`config.mk`:
```
export PLATFORM = sky130hd
export DESIGN_NAME = control_unit_flat
export DESIGN_NICKNAME = d
export VERILOG_FILES = /design/src/rtl/cu_pkg.sv /design/src/rtl/cu_if.sv /design/src/rtl/cu_outdec.sv /design/src/rtl/control_unit.sv /design/src/flat_wrapper.sv
export SDC_FILE = /design/constraint.sdc
export NUM_CORES = 1
export LEC_CHECK = 0
export CORE_AREA = 3 3 70 72
export DETAILED_ROUTE_END_ITERATION = 12
export DIE_AREA = 0 0 73 75
export GPL_TIMING_DRIVEN = 0
export PLACE_DENSITY = 0.86
export SLEW_MARGIN = 25
export SYNTH_ARGS = -nofsm -noshare
export SYNTH_HDL_FRONTEND = slang
export SYNTH_SLANG_ARGS = --single-unit
```
`constraint.sdc`:
```
create_clock -name clk -period 2.1 [get_ports clk]
set_clock_uncertainty 0.2 [all_clocks]
set_input_delay 0.42 -clock clk [delete_from_list [all_inputs] [get_ports clk]]
set_output_delay 0.42 -clock clk [all_outputs]
set_load 0.1 [all_outputs]
```
`src/rtl/cu_pkg.sv`:
```
// Shared encodings for the control unit: states, opcodes, ALU ops, bit indices, control vector.
// Optional mul/div decode is enabled by defining CU_MULDIV_EN.
package cu_pkg;

  typedef enum logic [3:0] {
    RST, T0, T1, T2, T3, T4, T5, T6, T7, HALT
  } cuState_t;

  localparam logic [4:0] OP_LD   = 5'b00000;
  localparam logic [4:0] OP_LDI  = 5'b00001;
  localparam logic [4:0] OP_ST   = 5'b00010;
  localparam logic [4:0] OP_ADD  = 5'b00011;
  localparam logic [4:0] OP_SUB  = 5'b00100;
  localparam logic [4:0] OP_AND  = 5'b00101;
  localparam logic [4:0] OP_OR   = 5'b00110;
  localparam logic [4:0] OP_MUL  = 5'b01111;
  localparam logic [4:0] OP_DIV  = 5'b10000;
  localparam logic [4:0] OP_NOP  = 5'b11010;
  localparam logic [4:0] OP_HALT = 5'b11011;

  localparam logic [3:0] ALU_NONE = 4'd0;
  localparam logic [3:0] ALU_ADD  = 4'd1;
  localparam logic [3:0] ALU_SUB  = 4'd2;
  localparam logic [3:0] ALU_AND  = 4'd3;
  localparam logic [3:0] ALU_OR   = 4'd4;
  localparam logic [3:0] ALU_MUL  = 4'd5;
  localparam logic [3:0] ALU_DIV  = 4'd6;

  localparam int EN_HI    = 16;
  localparam int EN_LO    = 17;
  localparam int EN_Z     = 18;
  localparam int EN_Y     = 19;
  localparam int EN_PC    = 20;
  localparam int EN_MDR   = 21;
  localparam int EN_IR    = 24;
  localparam int EN_MAR   = 25;
  localparam int EN_INCPC = 27;

  localparam int BS_R0     = 0;
  localparam int BS_HI     = 16;
  localparam int BS_LO     = 17;
  localparam int BS_ZHI    = 18;
  localparam int BS_ZLO    = 19;
  localparam int BS_PC     = 20;
  localparam int BS_MDR    = 21;
  localparam int BS_INPORT = 22;
  localparam int BS_C      = 23;

  typedef enum logic [2:0] {
    CLS_NOP, CLS_ALU, CLS_LD, CLS_LDI, CLS_ST, CLS_MULDIV, CLS_HALT
  } instrClass_t;

  typedef struct packed {
    logic [31:0] enable;
    logic [31:0] busSelect;
    logic [4:0]  controlSignals;
    logic        gra;
    logic        grb;
    logic        grc;
    logic        rin;
    logic        rout;
    logic        baOut;
    logic        mdRead;
    logic        readRam;
    logic        writeRam;
    logic        run;
  } ctrlVec_t;

  // Anything not recognised executes as nop, so the FSM never stalls on a bad opcode.
  function automatic instrClass_t classify(input logic [4:0] op);
    case (op)
      OP_ADD, OP_SUB, OP_AND, OP_OR: return CLS_ALU;
      OP_LD:                         return CLS_LD;
      OP_LDI:                        return CLS_LDI;
      OP_ST:                         return CLS_ST;
      OP_HALT:                       return CLS_HALT;
`ifdef CU_MULDIV_EN
      OP_MUL, OP_DIV:                return CLS_MULDIV;
`endif
      default:                       return CLS_NOP;
    endcase
  endfunction

  function automatic logic [3:0] aluOpOf(input logic [4:0] op);
    case (op)
      OP_ADD:  return ALU_ADD;
      OP_SUB:  return ALU_SUB;
      OP_AND:  return ALU_AND;
      OP_OR:   return ALU_OR;
      OP_MUL:  return ALU_MUL;
      OP_DIV:  return ALU_DIV;
      default: return ALU_NONE;
    endcase
  endfunction

endpackage

```
`src/rtl/cu_if.sv`:
```
// Bundle between the control unit and the datapath: instruction in, control strobes out.
interface cu_if;
  logic [31:0] ir;
  logic [31:0] enable;
  logic [31:0] busSelect;
  logic [4:0]  Control_Signals;
  logic        Gra, Grb, Grc, Rin, Rout, BAout;
  logic        MD_Read, ReadRAM, WriteRAM;
  logic        run;

  modport master (
    input  ir,
    output enable, busSelect, Control_Signals,
    output Gra, Grb, Grc, Rin, Rout, BAout,
    output MD_Read, ReadRAM, WriteRAM, run
  );

  modport slave (
    output ir,
    input  enable, busSelect, Control_Signals,
    input  Gra, Grb, Grc, Rin, Rout, BAout,
    input  MD_Read, ReadRAM, WriteRAM, run
  );
endinterface

```
`src/rtl/cu_outdec.sv`:
```
// Purely combinational Moore output decode: (state, latched opcode) -> control vector.
module cu_outdec
  import cu_pkg::*;
(
  input  cuState_t   state,
  input  logic [4:0] opcode,
  output ctrlVec_t   ctrl
);

  instrClass_t cls;

  always_comb begin
    // NOTE: every output gets a default before the case so no path can infer a latch.
    ctrl = '0;
    cls  = classify(opcode);
    ctrl.run = !(state inside {RST, HALT});

    case (state)
      T0: begin
        ctrl.busSelect[BS_PC]   = 1'b1;
        ctrl.enable[EN_MAR]     = 1'b1;
        ctrl.enable[EN_INCPC]   = 1'b1;
      end
      T1: begin
        ctrl.readRam            = 1'b1;
        ctrl.mdRead             = 1'b1;
        ctrl.enable[EN_MDR]     = 1'b1;
      end
      T2: begin
        ctrl.busSelect[BS_MDR]  = 1'b1;
        ctrl.enable[EN_IR]      = 1'b1;
      end
      T3: begin
        case (cls)
          CLS_ALU:                 begin ctrl.grb = 1'b1; ctrl.rout  = 1'b1; ctrl.enable[EN_Y] = 1'b1; end
          CLS_LD, CLS_LDI, CLS_ST: begin ctrl.grb = 1'b1; ctrl.baOut = 1'b1; ctrl.enable[EN_Y] = 1'b1; end
          CLS_MULDIV:              begin ctrl.gra = 1'b1; ctrl.rout  = 1'b1; ctrl.enable[EN_Y] = 1'b1; end
          default: ;
        endcase
      end
      T4: begin
        case (cls)
          CLS_ALU: begin
            ctrl.grc = 1'b1;
            ctrl.rout = 1'b1;
            ctrl.controlSignals = {1'b0, aluOpOf(opcode)};
            ctrl.enable[EN_Z] = 1'b1;
          end
          CLS_LD, CLS_LDI, CLS_ST: begin
            ctrl.busSelect[BS_C] = 1'b1;
            ctrl.controlSignals = {1'b0, ALU_ADD};
            ctrl.enable[EN_Z] = 1'b1;
          end
          CLS_MULDIV: begin
            ctrl.grb = 1'b1;
            ctrl.rout = 1'b1;
            ctrl.controlSignals = {1'b0, aluOpOf(opcode)};
            ctrl.enable[EN_Z] = 1'b1;
          end
          default: ;
        endcase
      end
      T5: begin
        case (cls)
          CLS_ALU, CLS_LDI: begin ctrl.busSelect[BS_ZLO] = 1'b1; ctrl.gra = 1'b1; ctrl.rin = 1'b1; end
          CLS_LD, CLS_ST:   begin ctrl.busSelect[BS_ZLO] = 1'b1; ctrl.enable[EN_MAR] = 1'b1; end
          CLS_MULDIV:       begin ctrl.busSelect[BS_ZLO] = 1'b1; ctrl.enable[EN_LO] = 1'b1; end
          default: ;
        endcase
      end
      T6: begin
        case (cls)
          CLS_LD:     begin ctrl.readRam = 1'b1; ctrl.mdRead = 1'b1; ctrl.enable[EN_MDR] = 1'b1; end
          CLS_ST:     begin ctrl.gra = 1'b1; ctrl.rout = 1'b1; ctrl.writeRam = 1'b1; end
          CLS_MULDIV: begin ctrl.busSelect[BS_ZHI] = 1'b1; ctrl.enable[EN_HI] = 1'b1; end
          default: ;
        endcase
      end
      T7: begin
        if (cls == CLS_LD) begin
          ctrl.busSelect[BS_MDR] = 1'b1;
          ctrl.gra = 1'b1;
          ctrl.rin = 1'b1;
        end
      end
      default: ;
    endcase
  end

endmodule

```
`src/rtl/control_unit.sv`:
```
// Control unit top: state register, opcode latch and next-state logic; outputs come from cu_outdec.
// Defining CU_MULDIV_EN adds the mul/div sequences (decoded in cu_pkg::classify).
module control_unit
  import cu_pkg::*;
(
  input logic clk,
  input logic clr,
  cu_if.master cuBus
);

  cuState_t    state, nextState;
  logic [4:0]  opcode;
  instrClass_t cls;
  ctrlVec_t    ctrl;
  logic        unusedIrBits;

  assign unusedIrBits = ^cuBus.ir[26:0];

  // NOTE: state is updated with non-blocking assignments so every flop samples pre-edge values.
  always_ff @(posedge clk) begin
    if (clr) begin
      state  <= RST;
      opcode <= OP_NOP;
    end else begin
      state <= nextState;
      if (state == T2) opcode <= cuBus.ir[31:27];
    end
  end

  always_comb begin
    nextState = state;
    cls       = classify(opcode);
    case (state)
      RST:  nextState = T0;
      T0:   nextState = T1;
      T1:   nextState = T2;
      T2:   nextState = T3;
      T3: begin
        case (cls)
          CLS_NOP:  nextState = T0;
          CLS_HALT: nextState = HALT;
          default:  nextState = T4;
        endcase
      end
      T4:   nextState = T5;
      T5:   nextState = (cls inside {CLS_LD, CLS_ST, CLS_MULDIV}) ? T6 : T0;
      T6:   nextState = (cls == CLS_LD) ? T7 : T0;
      T7:   nextState = T0;
      HALT: nextState = HALT;
      default: nextState = RST;
    endcase
  end

  cu_outdec u_outdec (
    .state  (state),
    .opcode (opcode),
    .ctrl   (ctrl)
  );

  assign cuBus.enable          = ctrl.enable;
  assign cuBus.busSelect       = ctrl.busSelect;
  assign cuBus.Control_Signals = ctrl.controlSignals;
  assign cuBus.Gra             = ctrl.gra;
  assign cuBus.Grb             = ctrl.grb;
  assign cuBus.Grc             = ctrl.grc;
  assign cuBus.Rin             = ctrl.rin;
  assign cuBus.Rout            = ctrl.rout;
  assign cuBus.BAout           = ctrl.baOut;
  assign cuBus.MD_Read         = ctrl.mdRead;
  assign cuBus.ReadRAM         = ctrl.readRam;
  assign cuBus.WriteRAM        = ctrl.writeRam;
  assign cuBus.run             = ctrl.run;

endmodule

```
`src/flat_wrapper.sv`:
```
// flat-port wrapper written by rule: the top's interface ports become plain ports
module control_unit_flat import cu_pkg::*;
  (clk, clr, cuBus_ir, cuBus_enable, cuBus_busSelect, cuBus_Control_Signals, cuBus_Gra, cuBus_Grb, cuBus_Grc, cuBus_Rin, cuBus_Rout, cuBus_BAout, cuBus_MD_Read, cuBus_ReadRAM, cuBus_WriteRAM, cuBus_run);
  cu_if cuBus_i ();
  input logic clk;
  input logic clr;
  input wire logic [$bits(cuBus_i.ir)-1:0] cuBus_ir;
  output wire logic [$bits(cuBus_i.enable)-1:0] cuBus_enable;
  output wire logic [$bits(cuBus_i.busSelect)-1:0] cuBus_busSelect;
  output wire logic [$bits(cuBus_i.Control_Signals)-1:0] cuBus_Control_Signals;
  output wire logic [$bits(cuBus_i.Gra)-1:0] cuBus_Gra;
  output wire logic [$bits(cuBus_i.Grb)-1:0] cuBus_Grb;
  output wire logic [$bits(cuBus_i.Grc)-1:0] cuBus_Grc;
  output wire logic [$bits(cuBus_i.Rin)-1:0] cuBus_Rin;
  output wire logic [$bits(cuBus_i.Rout)-1:0] cuBus_Rout;
  output wire logic [$bits(cuBus_i.BAout)-1:0] cuBus_BAout;
  output wire logic [$bits(cuBus_i.MD_Read)-1:0] cuBus_MD_Read;
  output wire logic [$bits(cuBus_i.ReadRAM)-1:0] cuBus_ReadRAM;
  output wire logic [$bits(cuBus_i.WriteRAM)-1:0] cuBus_WriteRAM;
  output wire logic [$bits(cuBus_i.run)-1:0] cuBus_run;
  assign cuBus_i.ir = cuBus_ir;
  assign cuBus_enable = cuBus_i.enable;
  assign cuBus_busSelect = cuBus_i.busSelect;
  assign cuBus_Control_Signals = cuBus_i.Control_Signals;
  assign cuBus_Gra = cuBus_i.Gra;
  assign cuBus_Grb = cuBus_i.Grb;
  assign cuBus_Grc = cuBus_i.Grc;
  assign cuBus_Rin = cuBus_i.Rin;
  assign cuBus_Rout = cuBus_i.Rout;
  assign cuBus_BAout = cuBus_i.BAout;
  assign cuBus_MD_Read = cuBus_i.MD_Read;
  assign cuBus_ReadRAM = cuBus_i.ReadRAM;
  assign cuBus_WriteRAM = cuBus_i.WriteRAM;
  assign cuBus_run = cuBus_i.run;
  control_unit u_core (.clk(clk), .clr(clr), .cuBus(cuBus_i));
endmodule
```
==> impl_results.md, run 1 <==
* DP Cell Count at 346
* Total design power at 1.41 mW
* Global-route wire length before repair at 6400 um
* Post-route antenna net violation count at 0
* Setup slack after layout at -0.152 ns
* Syn Area/Cell at 7.19 um^2
* Max Slew Vio Count at 0
* Die Y at 75 um
* # IOs at 113
* Max layer used: met4
* CP startpoint kind: flop
* Hold path cells at 3
* Synth warn at 0
* H-tree depth at 1
* Met1 WL at 1770 um
* Final-stage net count at 351
* Fmax at 0.444 GHz
* Final setup violation count at 15
* Row count at 24
* Pwr/cell area at 461 nW/um^2
* PortBufs at 32
* Setup_tns at -1.31 ns
* Die width at 73 um
* Area contributors post-synth: buf_4 (28%), dfxtp_1 (16%), nor2_1 (5.2%)
* CTS tree: done
* Top cell type by total area after synthesis: buf_4
* Min Tclk post-route at 2.25 ns
* Register area share after synthesis at 15.9%
* Yosys cell types at 43
* Terminus of the critical flop-to-flop path: u_core.u_outdec.cls[2]
* Clk Latency, worst-skew pair at 0.25 ns
* Multi-input logic area at 1350 um^2
* TritonCTS Buffers at 3
* Hold EP: u_core.state[3]
* Final WL at 5000 um
* Top_reg_cell synth: dfxtp_1
* R2R Path Start: u_core.state[1]
* MaxCap Viol Count at 0
* Hold Slack at 0.392 ns
* Root Buffer Master: clkbuf_8
* Share of cells above drive strength 1 at 58.5%
* Vias in the first global route at 1442
* Final non-filler cell total at 368
* Worst r2r path cells at 6
* Worst EP arrival at 1.63 ns
* DRC at 0
* Clock Sinks at 12
* Pre-Repair DR Iteration Count at 4
* Leakage at 1.36 nW
* Status: complete, but fails checks
* Total number of vias at 1684
* Final Hold Fails at 0
* Met2 Wirelength at 2770 um
* Ant diodes at 0
* Hold Buf Count CTS at 0
* Core footprint at 4350 um^2
* Reg-to-reg slack, setup at 0.41 ns
* Setup repair after global routing missed its margin: true
* Critical path type: flop to output pin
* Post-Syn Area at 1510 um^2
* Clk buf depth at 2
* Synthesized instance count at 210
* Met3 WL post-DR at 336 um
* Starting DRT DRC Count at 121
* Top cells by count, synth: buf_4 (57), nor2_1 (21), nor3_1 (13), dfxtp_1 (12)
* Post-synth top area share at 28.4%
* Seq. cell area at 263 um^2
* Initial Util at 34.7%
* Min-Delay Startpoint: u_core.state[2]
* Pin count of the biggest net entering global routing at 11
* Initial antenna violation count at 0
* Hold crit path type: flop to flop
* Clock-pin slew on the worst setup and hold paths at 0.06 ns
* Wire per inst at 13.6 um
* Global placer's final weighted congestion at 0.893
* Maximum VDD drop at 0.375 mV
* All-Layer GR Usage at 14.8%
* EDFF count, synth at 0
* CP Capture Type: output pin
* Critical Path RT at 1.48 ns
* Most common cell in the netlist: buf_4
* Fin crit share at 107%
* Fill cells at 308
* Layout area overhead at 102%
* Die area at 5480 um^2
* FF+latch count, synth at 12
* Crit-path max FO at 8
* HPWL Detailed at 3010 um
* Routed vias/inst at 4.58
* Grt total ovfl at 0
* Fraction of registers with async set/reset at 0%
* Violations in the final reports: setup timing
## final cells by class
class                   instances  area share (%)
plain buffers                  70            20.4
inverters                       3           0.369
multi-input cells             174            44.3
repair buffers                 53            22.4
well taps                      52            2.13
flip-flops and latches         12            8.61
clock buffers                   4            1.80
## worst max-delay path: stages, from the launching register on
cell	delay, ns
dfxtp_2	0.32
buf_6	0.13
nor3b_4	0.29
and3_4	0.23
o21a_4	0.15
buf_8	0.10
buf_12	0.16
## how the worst max path moves through the flow
| stage | to | from | slack (ns) |
|---|---|---|---|
| 2_1_floorplan | cuBus_enable[16] | u_core.state[3] | -0.39 |
| 3_3_place_gp | cuBus_Gra | u_core.state[1] | -0.89 |
| 3_5_place_dp | cuBus_Gra | u_core.state[1] | -0.91 |
| 4_1_cts | cuBus_ReadRAM | u_core.u_outdec.cls[1] | -0.12 |
| 5_1_grt | cuBus_ReadRAM | u_core.u_outdec.cls[1] | -0.22 |
| 6_report | cuBus_ReadRAM | u_core.u_outdec.cls[1] | -0.15 |
## power by group
group | switching (mW) | leakage [nW] | internal [mW] | total, mW
clock | 0.0922 | 0.0288 | 0.166 | 0.258
sequential | 0.0176 | 0.102 | 0.236 | 0.253
combinational | 0.669 | 1.23 | 0.228 | 0.897
total | 0.779 | 1.36 | 0.629 | 1.41
## placed cells by master, fill, tap and decap left out, types with 2 or more instances in the layout
| master | count |
|---|---|
| nor4_1 | 2 |
| xnor2_1 | 2 |
| nand4_1 | 3 |
| nand2_4 | 2 |
| nor2b_1 | 4 |
| clkdlybuf4s50_1 | 6 |
| a21oi_1 | 7 |
| buf_8 | 6 |
| dfxtp_2 | 6 |
| clkbuf_8 | 5 |
| o32ai_4 | 2 |
| a21oi_2 | 2 |
| conb_1 | 53 |
| nor2_4 | 10 |
| a211o_1 | 3 |
| a31oi_2 | 2 |
| dfxtp_4 | 4 |
| nor2b_4 | 6 |
| nand3_1 | 4 |
| dfxtp_1 | 2 |
| nand2_1 | 7 |
| nand2b_1 | 2 |
| a32oi_1 | 2 |
| nor3_1 | 4 |
| inv_1 | 2 |
| nor3_4 | 8 |
| and3_4 | 3 |
| nand2b_4 | 3 |
| buf_6 | 12 |
| mux2i_1 | 3 |
| buf_12 | 22 |
| nor2_1 | 10 |
| buf_4 | 74 |
## routing by layer
metal	GRT usage (%)	vias to the layer above
li1	-	821
met1	17.2	773
met2	26.4	76
met3	3.34	14
met4	5.53	0
met5	0	-
## per-stage QoR
stage                     cell area (um^2)  worst slack, ns  utilization, %
after floorplan                       2080           -0.388               -
after global placement                2460           -0.893            56.6
after detailed placement              2460           -0.911            56.6
after CTS                             2770           -0.118            63.7
after global routing                  3050           -0.217            70.1
final                                 3050           -0.152            70.1
## kinds of logic after synthesis
logic type / synth area share (%)
other cells: 0.249
compound gates: 12.9
xor+xnor: 2.32
mux: 3.40
flops: 15.9
buf+inv: 35.1
simple gates: 30.1
## repair_timing
action | CTS | global route
pin swaps | 18 | 13
gates resized for setup | 225 | 44
setup endpoints to repair | 26 | 26
buffers inserted | 8 | 13
## flip-flops by register name, indices dropped and copies added, names as in the netlist
register / flops
u_core.opcode: 5
u_core.state: 4
u_core.u_outdec.cls: 3
Note: power is estimated with default switching activity, not from simulation.
==> run 2, diff against run 1 <==
--- a/config.mk
+++ b/config.mk
@@ -5,6 +5,7 @@
 export SDC_FILE = /design/constraint.sdc
 export NUM_CORES = 1
 export LEC_CHECK = 0
+export ABC_CLOCK_PERIOD_IN_PS = 2100
 export CORE_AREA = 3 3 70 72
 export DETAILED_ROUTE_END_ITERATION = 12
 export DIE_AREA = 0 0 73 75
==> results of run 2 <==
Same layout as run 1: the final DEF is identical, and so are final timing and power.
